File: src/rtl/photon_pulse_emulator.sv
// Synthetic PMT pulse source: LFSR Bernoulli or periodic pulse requests per light phase,
// shaped into fixed-width pulses with a dead time, plus per-phase and drop counters.
module photon_pulse_emulator #(
  parameter int unsigned PULSE_WIDTH = 5,
  parameter int unsigned DEAD_TIME   = 10,
  parameter logic [31:0] LFSR_SEED   = 32'hACE12468
) (
  input  logic        clock_50_mhz,
  input  logic        reset,
  input  logic        enable,
  input  logic        mode,
  input  logic        light_source,
  input  logic [31:0] rate_lit,
  input  logic [31:0] rate_dark,
  output logic        pmt_out,
  output logic [31:0] lit_pulse_count,
  output logic [31:0] dark_pulse_count,
  output logic [31:0] dropped_count
);

  localparam logic [31:0] LfsrTaps  = 32'h80200003;
  localparam logic [31:0] SeedEff   = (LFSR_SEED == 32'h0) ? 32'h1 : LFSR_SEED;
  localparam logic [31:0] PulseLoad = 32'(PULSE_WIDTH - 1);
  localparam logic [31:0] DeadLoad  = (DEAD_TIME == 0) ? 32'h0 : 32'(DEAD_TIME - 1);

  typedef enum logic [1:0] {StIdle, StPulse, StDead} state_e;

  state_e      state_q, state_d;
  logic [31:0] timer_q, timer_d;
  logic [31:0] pcnt_q, pcnt_d;
  logic [31:0] lfsr_q, lfsr_d;
  logic        light_q;
  logic        pmt_q, pmt_d;
  logic [31:0] lit_q, lit_d;
  logic [31:0] dark_q, dark_d;
  logic [31:0] drop_q, drop_d;

  logic [31:0] rate;
  logic [31:0] pcnt_eff;
  logic        light_edge;
  logic        req;

  function automatic logic [31:0] sat_inc(input logic [31:0] v);
    return (v == 32'hFFFFFFFF) ? v : v + 32'd1;
  endfunction

  // Request generation and period counter
  always_comb begin
    rate       = light_source ? rate_lit : rate_dark;
    light_edge = light_source ^ light_q;
    // A phase edge restarts the period as if the counter were already zero this cycle.
    pcnt_eff   = light_edge ? 32'h0 : pcnt_q;
    req        = 1'b0;
    if (enable) begin
      if (mode) begin
        req = (rate != 32'h0) && (pcnt_eff == rate - 32'd1);
      end else begin
        req = lfsr_q < rate;
      end
    end
    pcnt_d = (enable && mode && (rate != 32'h0) && !req) ? pcnt_eff + 32'd1 : 32'h0;
    lfsr_d = {1'b0, lfsr_q[31:1]} ^ (lfsr_q[0] ? LfsrTaps : 32'h0);
  end

  // Pulse FSM and counters
  always_comb begin
    state_d = state_q;
    timer_d = timer_q;
    lit_d   = lit_q;
    dark_d  = dark_q;
    drop_d  = drop_q;
    unique case (state_q)
      StIdle: begin
        if (req) begin
          state_d = StPulse;
          timer_d = PulseLoad;
          if (light_source) begin
            lit_d = sat_inc(lit_q);
          end else begin
            dark_d = sat_inc(dark_q);
          end
        end
      end
      StPulse: begin
        if (req) begin
          drop_d = sat_inc(drop_q);
        end
        if (timer_q == 32'h0) begin
          if (DEAD_TIME == 0) begin
            state_d = StIdle;
          end else begin
            state_d = StDead;
            timer_d = DeadLoad;
          end
        end else begin
          timer_d = timer_q - 32'd1;
        end
      end
      StDead: begin
        if (req) begin
          drop_d = sat_inc(drop_q);
        end
        if (timer_q == 32'h0) begin
          state_d = StIdle;
        end else begin
          timer_d = timer_q - 32'd1;
        end
      end
      default: begin
        state_d = StIdle;
      end
    endcase
    pmt_d = (state_d == StPulse);
  end

  always_ff @(posedge clock_50_mhz) begin
    if (reset) begin
      state_q <= StIdle;
      timer_q <= 32'h0;
      pcnt_q  <= 32'h0;
      lfsr_q  <= SeedEff;
      light_q <= 1'b0;
      pmt_q   <= 1'b0;
      lit_q   <= 32'h0;
      dark_q  <= 32'h0;
      drop_q  <= 32'h0;
    end else begin
      state_q <= state_d;
      timer_q <= timer_d;
      pcnt_q  <= pcnt_d;
      lfsr_q  <= lfsr_d;
      light_q <= light_source;
      pmt_q   <= pmt_d;
      lit_q   <= lit_d;
      dark_q  <= dark_d;
      drop_q  <= drop_d;
    end
  end

  assign pmt_out          = pmt_q;
  assign lit_pulse_count  = lit_q;
  assign dark_pulse_count = dark_q;
  assign dropped_count    = drop_q;

endmodule

File: config.mk
export PLATFORM = sky130hd
export DESIGN_NAME = photon_pulse_emulator
export DESIGN_NICKNAME = d
export VERILOG_FILES = /design/src/rtl/photon_pulse_emulator.sv
export SDC_FILE = /design/constraint.sdc
export NUM_CORES = 1
export LEC_CHECK = 0
export BUFFER_PORTS_ARGS = -buffer_cell sky130_fd_sc_hd__buf_2
export CAP_MARGIN = 10
export CORE_ASPECT_RATIO = 1.25
export CORE_MARGIN = 10
export CORE_UTILIZATION = 50
export CTS_CLUSTER_DIAMETER = 120
export DETAILED_ROUTE_END_ITERATION = 6
export HOLD_SLACK_MARGIN = 0.03
export PLACE_DENSITY = 0.78
export SYNTH_ARGS = -nofsm -noshare
export SYNTH_HDL_FRONTEND = slang
export SYNTH_SLANG_ARGS = --single-unit
File: constraint.sdc
create_clock -name clock_50_mhz -period 5.8 [get_ports clock_50_mhz]
set_input_delay 0.58 -clock clock_50_mhz [delete_from_list [all_inputs] [get_ports clock_50_mhz]]
set_output_delay 0.58 -clock clock_50_mhz [all_outputs]
set_load 0.02 [all_outputs]
==> results.tsv, run 1 <==
metric	value	unit
combinational cell fraction of total power	18.2	%
number of synthesized flops with an enable pin	0	
1st-pass router iterations	5	
cell area after synthesis	11900	um2
DR DRC count	0	
cells after synthesis	1478	
Net Switching	0.982	mW
WP buf/inv	3	
total wire length	33.9	mm
Layout area overhead	13.9	%
Rel. slew slack	34.3	%
die height	193	um
Clock Latency Late Sink	0.43	ns
WL/cell	17.7	um
max-slew violations	0	
die area	30500	um2
Post-CTS Repair Setup Buffers	0	
Pleak	5.48	nW
io pins	166	
Core Util, Final	57.5	%
share of cells above drive strength 1	16.8	%
CP arrival	5.18	ns
min Tclk post-route	4.86	ns
Crit Path Class	primary input to flop	
syn avg cell area	8.07	um2
Tightest Pin Transition	0.984	ns
ys async rst share	0	%
Reg clk slew, reported paths	0.07	ns
Port Buffers	165	
CP cell instances	buf_4 -> buf_4 -> or4b_2 -> a221oi_1 -> nand4_1 -> xnor3_1 -> and4_1 -> o21a_1 -> or2_2 -> a21oi_2 -> a211o_1 -> buf_4 -> nor2_1 -> mux2_2	
Hold WC Path Type	flop to flop	
clock network power share	37.7	%
initial antenna violation count	0	
vias in the first global route	11200	
Post-DP HPWL	25.2	mm
crit share post-route	83.8	%
vias per cell	6.03	
Ys Warns	0	
ANT nets after route	0	
Synth cell types	81	
Root Buffer	clkbuf_16	
Sw Share	30.9	%
Int Pwr	2.20	mW
Total GRT Usage	21.7	%
largest net degree at the start of global routing	89	
CP most frequent cell	buf_4	
RSZ-0062 raised after global routing	false	
Site Rows	63	
# diodes	0	
worst endpoint required time	6.12	ns
register area share after synthesis	32.9	%
Worst path slowest cell	or4b_2	
endpoints failing setup	0	
fmax	0.206	GHz
Initial Util	50.5	%
routability cong.	0.997	
crit start category	primary input	
H-Tree Depth	4	
initial DRC count	908	
most frequent cells in the layout	dfxtp_1 (196), nor2_1 (181), buf_2 (163)	
Pwr Density	234	nW/um2
clk sinks	196	
Clock Tree Buf Depth	2	
first-pass GRT wire length	55.0	mm
Post-CTS Hold Buffers	0	
commonest non-fill, non-tap cell in the layout	dfxtp_1	
Fin. Hold Viols	0	
crit path capture type	flop	
core area	23600	um2
Mapped Nets	1589	
vias	11600	
Worst VDD drop	0.000221	V
Fin Clk Skew	0.0155	ns
MaxCap Viol Count	0	
critical-path maximum fanout	70	
CTS tree	built	
Worst path max stage delay	0.64	ns
GRT overflow	0	
CP delay by family, top	simple AND/OR/NAND/NOR gates	
Reg power frac	44.1	%
cts repair resizes	0	
total CTS buffers	17	
Main synth FF type	dfxtp_1	
Setup TNS	0	ns
Yosys reg bits	196	
Die Width	158	um
Final nets	1721	
status	finished clean	
[sequential cells by signal, summed over array words and instances, names as in the netlist]
| signal | cells |
|---|---|
| timer_q | 32 |
| pmt_out | 1 |
| lfsr_q | 32 |
| pcnt_q | 32 |
| light_q | 1 |
| state_q | 2 |
| dropped_count | 32 |
| lit_pulse_count | 32 |
| dark_pulse_count | 32 |
[power by group through the flow]
stage / logic, mW / registers, mW / clock network, mW
final: 0.580 / 1.40 / 1.20
after global routing: 0.646 / 1.40 / 1.28
after CTS: 0.573 / 1.40 / 1.22
after detailed placement: 0.569 / 1.43 / 0
after global placement: 0.559 / 1.43 / 0
after floorplan: 0.405 / 1.42 / 0
[cells in the mapped netlist, types with 4 or more instances]
| cell | number | area, um2 |
|---|---|---|
| nor2b_1 | 35 | 219 |
| nand4_1 | 51 | 319 |
| nor3_1 | 43 | 215 |
| o21a_1 | 7 | 52.6 |
| o211ai_1 | 12 | 90.1 |
| mux4_2 | 6 | 135 |
| nor4b_1 | 4 | 35.0 |
| o311ai_0 | 5 | 43.8 |
| a21boi_0 | 4 | 30.0 |
| xor2_1 | 72 | 631 |
| a31o_2 | 5 | 43.8 |
| or4_1 | 28 | 210 |
| a21o_1 | 9 | 67.6 |
| and2_1 | 17 | 106 |
| clkbuf_1 | 48 | 180 |
| dfxtp_1 | 196 | 3920 |
| ha_1 | 42 | 526 |
| o21ai_0 | 57 | 285 |
| nor2_1 | 181 | 679 |
| mux2_2 | 14 | 158 |
| o31ai_1 | 17 | 128 |
| inv_1 | 34 | 128 |
| mux2i_1 | 27 | 270 |
| nand2b_1 | 15 | 93.8 |
| a21oi_1 | 78 | 390 |
| or3_1 | 20 | 125 |
| nand3_1 | 77 | 385 |
| a221o_1 | 4 | 40.0 |
| or4b_2 | 7 | 70.1 |
| nand2_1 | 117 | 439 |
| or2_2 | 21 | 131 |
| o31a_1 | 4 | 35.0 |
| xnor2_1 | 42 | 368 |
| and4_1 | 10 | 87.6 |
| o41ai_1 | 5 | 43.8 |
| nor3b_1 | 7 | 52.6 |
| a211o_1 | 4 | 35.0 |
| nand3b_1 | 9 | 67.6 |
| nor4_1 | 19 | 119 |
| and3_1 | 38 | 238 |
| buf_2 | 14 | 70.1 |
[layout make-up]
| class | count | area (um2) |
|---|---|---|
| well taps | 292 | 365 |
| fillers | 2160 | 10100 |
| inverters | 35 | 131 |
| clock inverters | 14 | 184 |
| flip-flops and latches | 196 | 3920 |
| repair buffers | 180 | 943 |
| multi-input cells | 1180 | 7620 |
| clock buffers | 17 | 425 |
[cell families (layout without fill, tap and decap cells)]
kind of cell	count (synthesis)	in the layout	synth area share, %
compound gates	255	255	13.9
xor+xnor	117	117	8.94
fa+ha+maj	42	42	4.40
buf+inv	102	246	3.42
flops	196	196	32.9
mux	47	47	4.72
simple gates	719	719	31.7
[per-layer routing]
metal / part of all wire [%] / vias up / global-route usage [%]
met1: 41 / 5478 / 25.6
met4: 3.3 / 0 / 8.78
met2: 49 / 395 / 37.3
li1: - / 5609 / -
met5: 0 / - / 0
met3: 6.6 / 68 / 4.88
[stage by stage]
stage / cells / power (mW) / cell area, um2 / setup slack, ns / hold slack [ns]
3_5_place_dp: 1883 / 2.00 / 13000 / 0.600 / 0.442
4_1_cts: 1914 / 3.20 / 13600 / 1.05 / 0.462
3_3_place_gp: 1883 / 1.99 / 13000 / 0.673 / 0.431
6_report: 1914 / 3.18 / 13600 / 0.938 / 0.459
2_1_floorplan: 1478 / 1.83 / 11900 / 0.862 / 0.421
5_1_grt: 1914 / 3.33 / 13600 / 0.624 / 0.470
[worst paths after layout]
kind / depth (start not counted) / startpoint / slack (ns) / to
worst max-delay path: 14 / light_source / 0.94 / lit_pulse_count[14]
worst min-delay path: 1 / lfsr_q[7] / 0.46 / lfsr_q[6]
worst max register to register: 12 / light_q / 0.99 / lit_pulse_count[27]
worst min register to register: 1 / lfsr_q[7] / 0.46 / lfsr_q[6]
Power figures use the tool's default switching activity.
==> run 2, diff against run 1 <==
ABC_AREA = 1   (was unset)
PLACE_DENSITY = 0.77   (was 0.78)
clock period = 4.9 ns   (was 5.8 ns; I/O delays follow)
==> results.tsv, run 2 <==
metric	value	unit	change
Root Buffer	clkbuf_16		unchanged
Total GRT Usage	23.6	%	was 21.7%
Yosys reg bits	196		unchanged
R2R setup slack	1.37	ns	was 0.99 ns
share of the synthesized area in the top cell type	27.9	%	was 32.9%
Clock Latency Late Sink	0.46	ns	was 0.43 ns
commonest non-fill, non-tap cell in the layout	nand2_1		was dfxtp_1
syn avg cell area	6.18	um2	was 8.07 um2
Pwr Density	253	nW/um2	was 234 nW/um2
MaxCap Viol Count	0		unchanged
crit start category	primary input		unchanged
Worst VDD drop	0.000220	V	was 0.000221 V
Initial Util	50.8	%	was 50.5%
total wire length	42.9	mm	was 33.9 mm
cell area after synthesis	14100	um2	was 11900 um2
endpoints failing setup	0		unchanged
Synth area leader	dfxtp_1		unchanged
core area	27700	um2	was 23600 um2
Setup TNS	0	ns	unchanged
crit path capture type	flop		unchanged
Post-CTS Repair Setup Buffers	0		unchanged
vias	14900		was 11600
Post-DP HPWL	32.5	mm	was 25.2 mm
initial DRC count	1492		was 908
Final Worst Setup Slack	0.820	ns	was 0.938 ns
Rel. slew slack	42.5	%	was 34.3%
Commonest cells post-synth	nand2_1 (638), nor2_1 (328), inv_1 (256)		was dfxtp_1 (196), nor2_1 (181), nand2_1 (117)
CTS tree	built		unchanged
synth top area cells	dfxtp_1 (28%), nand2_1 (17%), nor2_1 (8.7%)		was dfxtp_1 (33%), nor2_1 (5.7%), xor2_1 (5.3%)
Worst R2R Start	light_q		unchanged
initial antenna violation count	2		was 0
number of synthesized flops with an enable pin	0		unchanged
Crit Path Class	primary input to flop		unchanged
Post-CTS Hold Buffers	0		unchanged
Tightest Pin Transition	0.863	ns	was 0.984 ns
crit share post-route	83.3	%	
Clock Tree Buf Depth	2		unchanged
R2R Path End	dark_pulse_count[10]		was lit_pulse_count[27]
Worst Hold End	lfsr_q[30]		was lfsr_q[6]
Placed Area	15000	um2	was 13000 um2
total CTS buffers	17		unchanged
worst endpoint required time	5.20	ns	was 6.12 ns
routability cong.	0.972		was 0.997
fmax	0.245	GHz	
Pleak	6.84	nW	was 5.48 nW
Port Buffers	165		unchanged
die height	208	um	was 193 um
post-route cell area	15700	um2	was 13600 um2
die area	35300	um2	was 30500 um2
Fin Clk Skew	0.0158	ns	was 0.0155 ns
most frequent cells in the layout	nand2_1 (638), nor2_1 (328), inv_1 (256)		was dfxtp_1 (196), nor2_1 (181), buf_2 (163)
register area share after synthesis	27.9	%	was 32.9%
vias per cell	5.41		was 6.03
CP arrival	4.38	ns	was 5.18 ns
largest net degree at the start of global routing	84		was 89
cts repair resizes	0		unchanged
min Tclk post-route	4.08	ns	
1st-pass router iterations	7		was 5
Main synth FF type	dfxtp_1		unchanged
status	finished clean		unchanged
Reg clk slew, reported paths	0.08	ns	was 0.07 ns
io pins	166		unchanged
max-slew violations	0		unchanged
crit path launch	light_source		unchanged
Final nets	2511		was 1721
cells after synthesis	2280		was 1478
Fin. Hold Viols	0		unchanged
R2R cell count	18		was 12
critical-path maximum fanout	41		was 70
Synth cell types	44		was 81
clk sinks	196		unchanged
hold_sp	lfsr_q[31]		was lfsr_q[7]
DP Worst Slack	0.376	ns	was 0.600 ns
RSZ-0062 raised after global routing	false		unchanged
Hold WC Path Type	flop to flop		unchanged
GRT overflow	0		unchanged
vias in the first global route	14100		was 11200
Die Width	170	um	was 158 um
WL/cell	15.5	um	was 17.7 um
ys async rst share	0	%	unchanged
Mapped Nets	2391		was 1589
first-pass GRT wire length	69.9	mm	was 55.0 mm
Hold Path Cell Cnt	2		was 1
H-Tree Depth	4		unchanged
count leader, synth	nand2_1		was dfxtp_1
# fillers	2782		was 2160
ANT nets after route	0		unchanged
Site Rows	68		was 63
share of cells above drive strength 1	12.3	%	was 16.8%
Ys Warns	0		unchanged
DR DRC count	0		unchanged
Layout area overhead	11.3	%	was 13.9%
[run 2: cell types whose count changed after synthesis, moves of 19 or more]
cell	change
o21ai_0	-25
inv_1	+222
a21oi_1	+66
nor2b_1	-35
nand3_1	+56
nor2_1	+147
or4_1	-28
nor4_1	+19
xor2_1	+28
nand2_1	+521
mux2i_1	-27
and3_1	-36
nand4_1	+43
[run 2: cell families after synthesis]
| logic type | share of synthesized area, % |
|---|---|
| buffers and inverters | 10.3 |
| adders and majority gates | 3.73 |
| and+or+nand+nor | 42.9 |
| xor gates and xnor gates | 8.00 |
| DFF | 27.9 |
| AOI/OAI and AO/OA | 7.22 |
[run 2: metrics by stage]
stage / total power [mW] / hold WS, ns / std cells / util, %
4_1_cts: 3.97 / 0.435 / 2761 / 56.4
5_1_grt: 4.15 / 0.456 / 2764 / 56.6
2_1_floorplan: 2.31 / 0.407 / 2280 / -
6_report: 3.96 / 0.429 / 2764 / 56.6
3_5_place_dp: 2.49 / 0.423 / 2730 / 54.2
3_3_place_gp: 2.47 / 0.415 / 2730 / 54.2
[run 2: worst max-delay path by stage]
stage	end	slack, ns	depth (start not counted)
detailed placement	dark_pulse_count[28]	0.38	22
global route	lit_pulse_count[1]	0.37	22
finish	dark_pulse_count[10]	0.82	22
global placement	dark_pulse_count[1]	0.44	22
floorplan	timer_q[18]	2.02	25
CTS	dark_pulse_count[28]	0.84	22
[run 2: critical path, cell delays in order]
cell     delay [ns]
buf_2          0.25
buf_4          0.47
nand2_1        0.10
nand2_1        0.19
ha_1           0.20
nand2_1        0.09
nor2_1         0.28
nand2_1        0.14
nor2_2         0.20
nand2_1        0.08
nand2_1        0.06
nand2_1        0.06
nor2_1         0.09
nand2_1        0.06
nor2_1         0.09
nand2_1        0.07
nor2_1         0.12
nand4_2        0.17
nand2_4        0.24
nand3_2        0.58
nand2_1        0.23
a21oi_1        0.09
[run 2: final cells by class]
class                           instances  area [um2]  area share, %
Antenna cell                            2        5.00         0.0319
Clock buffer                           17         425           2.71
Clock inverter                         14         195           1.24
Inverter                              266         998           6.36
Multi-Input combinational cell       1740        8740           55.7
Sequential cell                       196        3920           25.0
Tap cell                              350         438           2.79
Timing Repair Buffer                  179         966           6.16
[run 2: per-layer routing]
layer / routed length (um) / track usage [%]
met1: 18200 / 28.9
met2: 21400 / 41.0
met3: 2250 / 3.25
met4: 1080 / 8.25
met5: 0 / 0
[run 2: where the power goes]
group          switching [mW]  internal, mW
clock network           0.718         0.779
logic                   0.511         0.247
registers              0.0590          1.65
==> run 3, diff against run 2 <==
clock period = 4.15 ns   (was 4.9 ns; I/O delays follow)
==> results.tsv, run 3 (same netlist as run 2, synthesis figures left out) <==
metric	value	unit	change
vias in the first global route	14100		about the same
die height	208	um	unchanged
routability cong.	0.978		was 0.972
vias	15200		was 14900
status	finished clean		unchanged
Site Rows	68		unchanged
MaxCap Viol Count	0		unchanged
crit path launch	light_q		was light_source
Clock Tree Buf Depth	2		unchanged
max-slew violations	0		unchanged
Worst Hold End	lfsr_q[24]		was lfsr_q[30]
CTS tree	built		unchanged
R2R setup slack	0.61	ns	was 1.37 ns
initial antenna violation count	2		unchanged
Hold WC Path Type	primary input to flop		was flop to flop
Pleak	6.88	nW	was 6.84 nW
# fillers	2748		was 2782
Core Util, Final	56.8	%	was 56.6%
crit share post-route	85.3	%	
CP arrival	3.91	ns	was 4.38 ns
Reg clk slew, reported paths	0.08	ns	about the same
placed cells	2735		was 2730
H-Tree Depth	4		unchanged
Die Width	170	um	unchanged
Total GRT Usage	23.0	%	was 23.6%
Post-CTS Hold Buffers	0		unchanged
cts repair resizes	0		unchanged
clk sinks	196		unchanged
area occupied by multi-input gates	8740	um2	unchanged
die area	35300	um2	unchanged
endpoints failing setup	0		unchanged
Post-CTS Repair Setup Buffers	0		unchanged
total CTS buffers	17		unchanged
min Tclk post-route	3.54	ns	
ANT nets after route	0		unchanged
Layout area overhead	11.8	%	was 11.3%
Crit Path Class	flop to flop		was primary input to flop
total wire length	42.3	mm	was 42.9 mm
RSZ-0062 raised after global routing	false		unchanged
core area	27700	um2	unchanged
critical-path maximum fanout	24		was 41
Tightest Pin Transition	1.11	ns	was 0.863 ns
Fin. Hold Viols	0		unchanged
Setup TNS	0	ns	unchanged
first-pass GRT wire length	68.2	mm	was 69.9 mm
crit path capture type	flop		unchanged
fmax	0.283	GHz	
Root Buffer	clkbuf_16		unchanged
Final nets	2515		was 2511
Post-Layout Cell Count	2769		was 2764
Fin Clk Skew	0.0181	ns	was 0.0158 ns
WL/cell	15.3	um	was 15.5 um
Design Power	4.73	mW	was 3.96 mW
Port Buffers	165		unchanged
GRT overflow	0		unchanged
Post-DP HPWL	32.0	mm	was 32.5 mm
vias per cell	5.49		was 5.41
Rel. slew slack	25.9	%	was 42.5%
1st-pass router iterations	5		was 7
most frequent cells in the layout	nand2_1 (638), nor2_1 (328), inv_1 (256)		unchanged
Pwr Density	300	nW/um2	was 253 nW/um2
DP Worst Slack	0.281	ns	was 0.376 ns
Worst VDD drop	0.000337	V	was 0.000220 V
hold_sp	reset		was lfsr_q[31]
Worst R2R Start	light_q		unchanged
crit start category	flop		was primary input
post-route cell area	15700	um2	about the same
Register Area	3920	um2	unchanged
worst endpoint required time	4.52	ns	was 5.20 ns
Final Worst Setup Slack	0.612	ns	was 0.820 ns
commonest non-fill, non-tap cell in the layout	nand2_1		unchanged
share of cells above drive strength 1	12.5	%	was 12.3%
Placed Area	15100	um2	was 15000 um2
initial DRC count	1180		was 1492
R2R cell count	21		was 18
io pins	166		unchanged
Min Hold Slack	0.330	ns	was 0.429 ns
R2R Path End	pcnt_q[26]		was dark_pulse_count[10]
Initial Util	50.8	%	unchanged
largest net degree at the start of global routing	98		was 84
Clock Latency Late Sink	0.45	ns	was 0.46 ns
DR DRC count	0		unchanged
Hold Path Cell Cnt	2		unchanged
## run 3: cell types whose count changed in the layout (fill, tap and decap cells not counted)
cell / previous run / this run
buf_12: 1 / 3
buf_16: 1 / 0
buf_4: 13 / 16
clkbuf_8: 0 / 1
clkinv_2: 1 / 0
clkinv_4: 1 / 2
clkinvlp_4: 1 / 0
inv_12: 0 / 1
## run 3: worst max-delay path by stage
stage                        endpoint
after CTS                  pcnt_q[26]
after floorplan           timer_q[18]
after global placement     pcnt_q[26]
after global routing       pcnt_q[30]
final                      pcnt_q[26]
after detailed placement   timer_q[3]
## run 3: per-layer routing
layer	up-vias	GRT usage, %	wire length, um
li1	7547	-	-
met1	6984	26.9	17200
met2	552	39.9	20800
met3	106	3.67	2680
met4	0	11.1	1570
met5	-	0	0
## run 3: area by class of cell
type	instances	area share (%)
multi-input cells	1740	55.5
flip-flops and latches	196	24.9
repair buffers	183	6.36
inverters	266	6.34
clock buffers	18	2.79
well taps	350	2.78
clock inverters	14	1.32
diodes	2	0.0318
## run 3: power by group
part	total [mW]	leakage [nW]	internal [mW]	switching (mW)
combinational	0.901	4.97	0.296	0.604
clock	1.81	0.314	0.950	0.860
sequential	2.02	1.59	1.95	0.0690
total	4.73	6.88	3.20	1.53
## run 3: worst max-delay path, stage by stage, from the launching register on
cell and delay (ns):
dfxtp_1 0.35, inv_1 0.11, nand2_1 0.08, nand2_2 0.40, nand2_2 0.13, inv_1 0.09
ha_1 0.18, nand2_1 0.06, nor2_1 0.19, nand2_1 0.15, nor2_1 0.21, inv_1 0.10
nor4_1 0.30, and3_1 0.27, nand2_1 0.09, nor2_1 0.16, nand2_1 0.07, nor2_1 0.16
nand2_1 0.09, nand2_1 0.06, inv_1 0.04, nor3_1 0.13
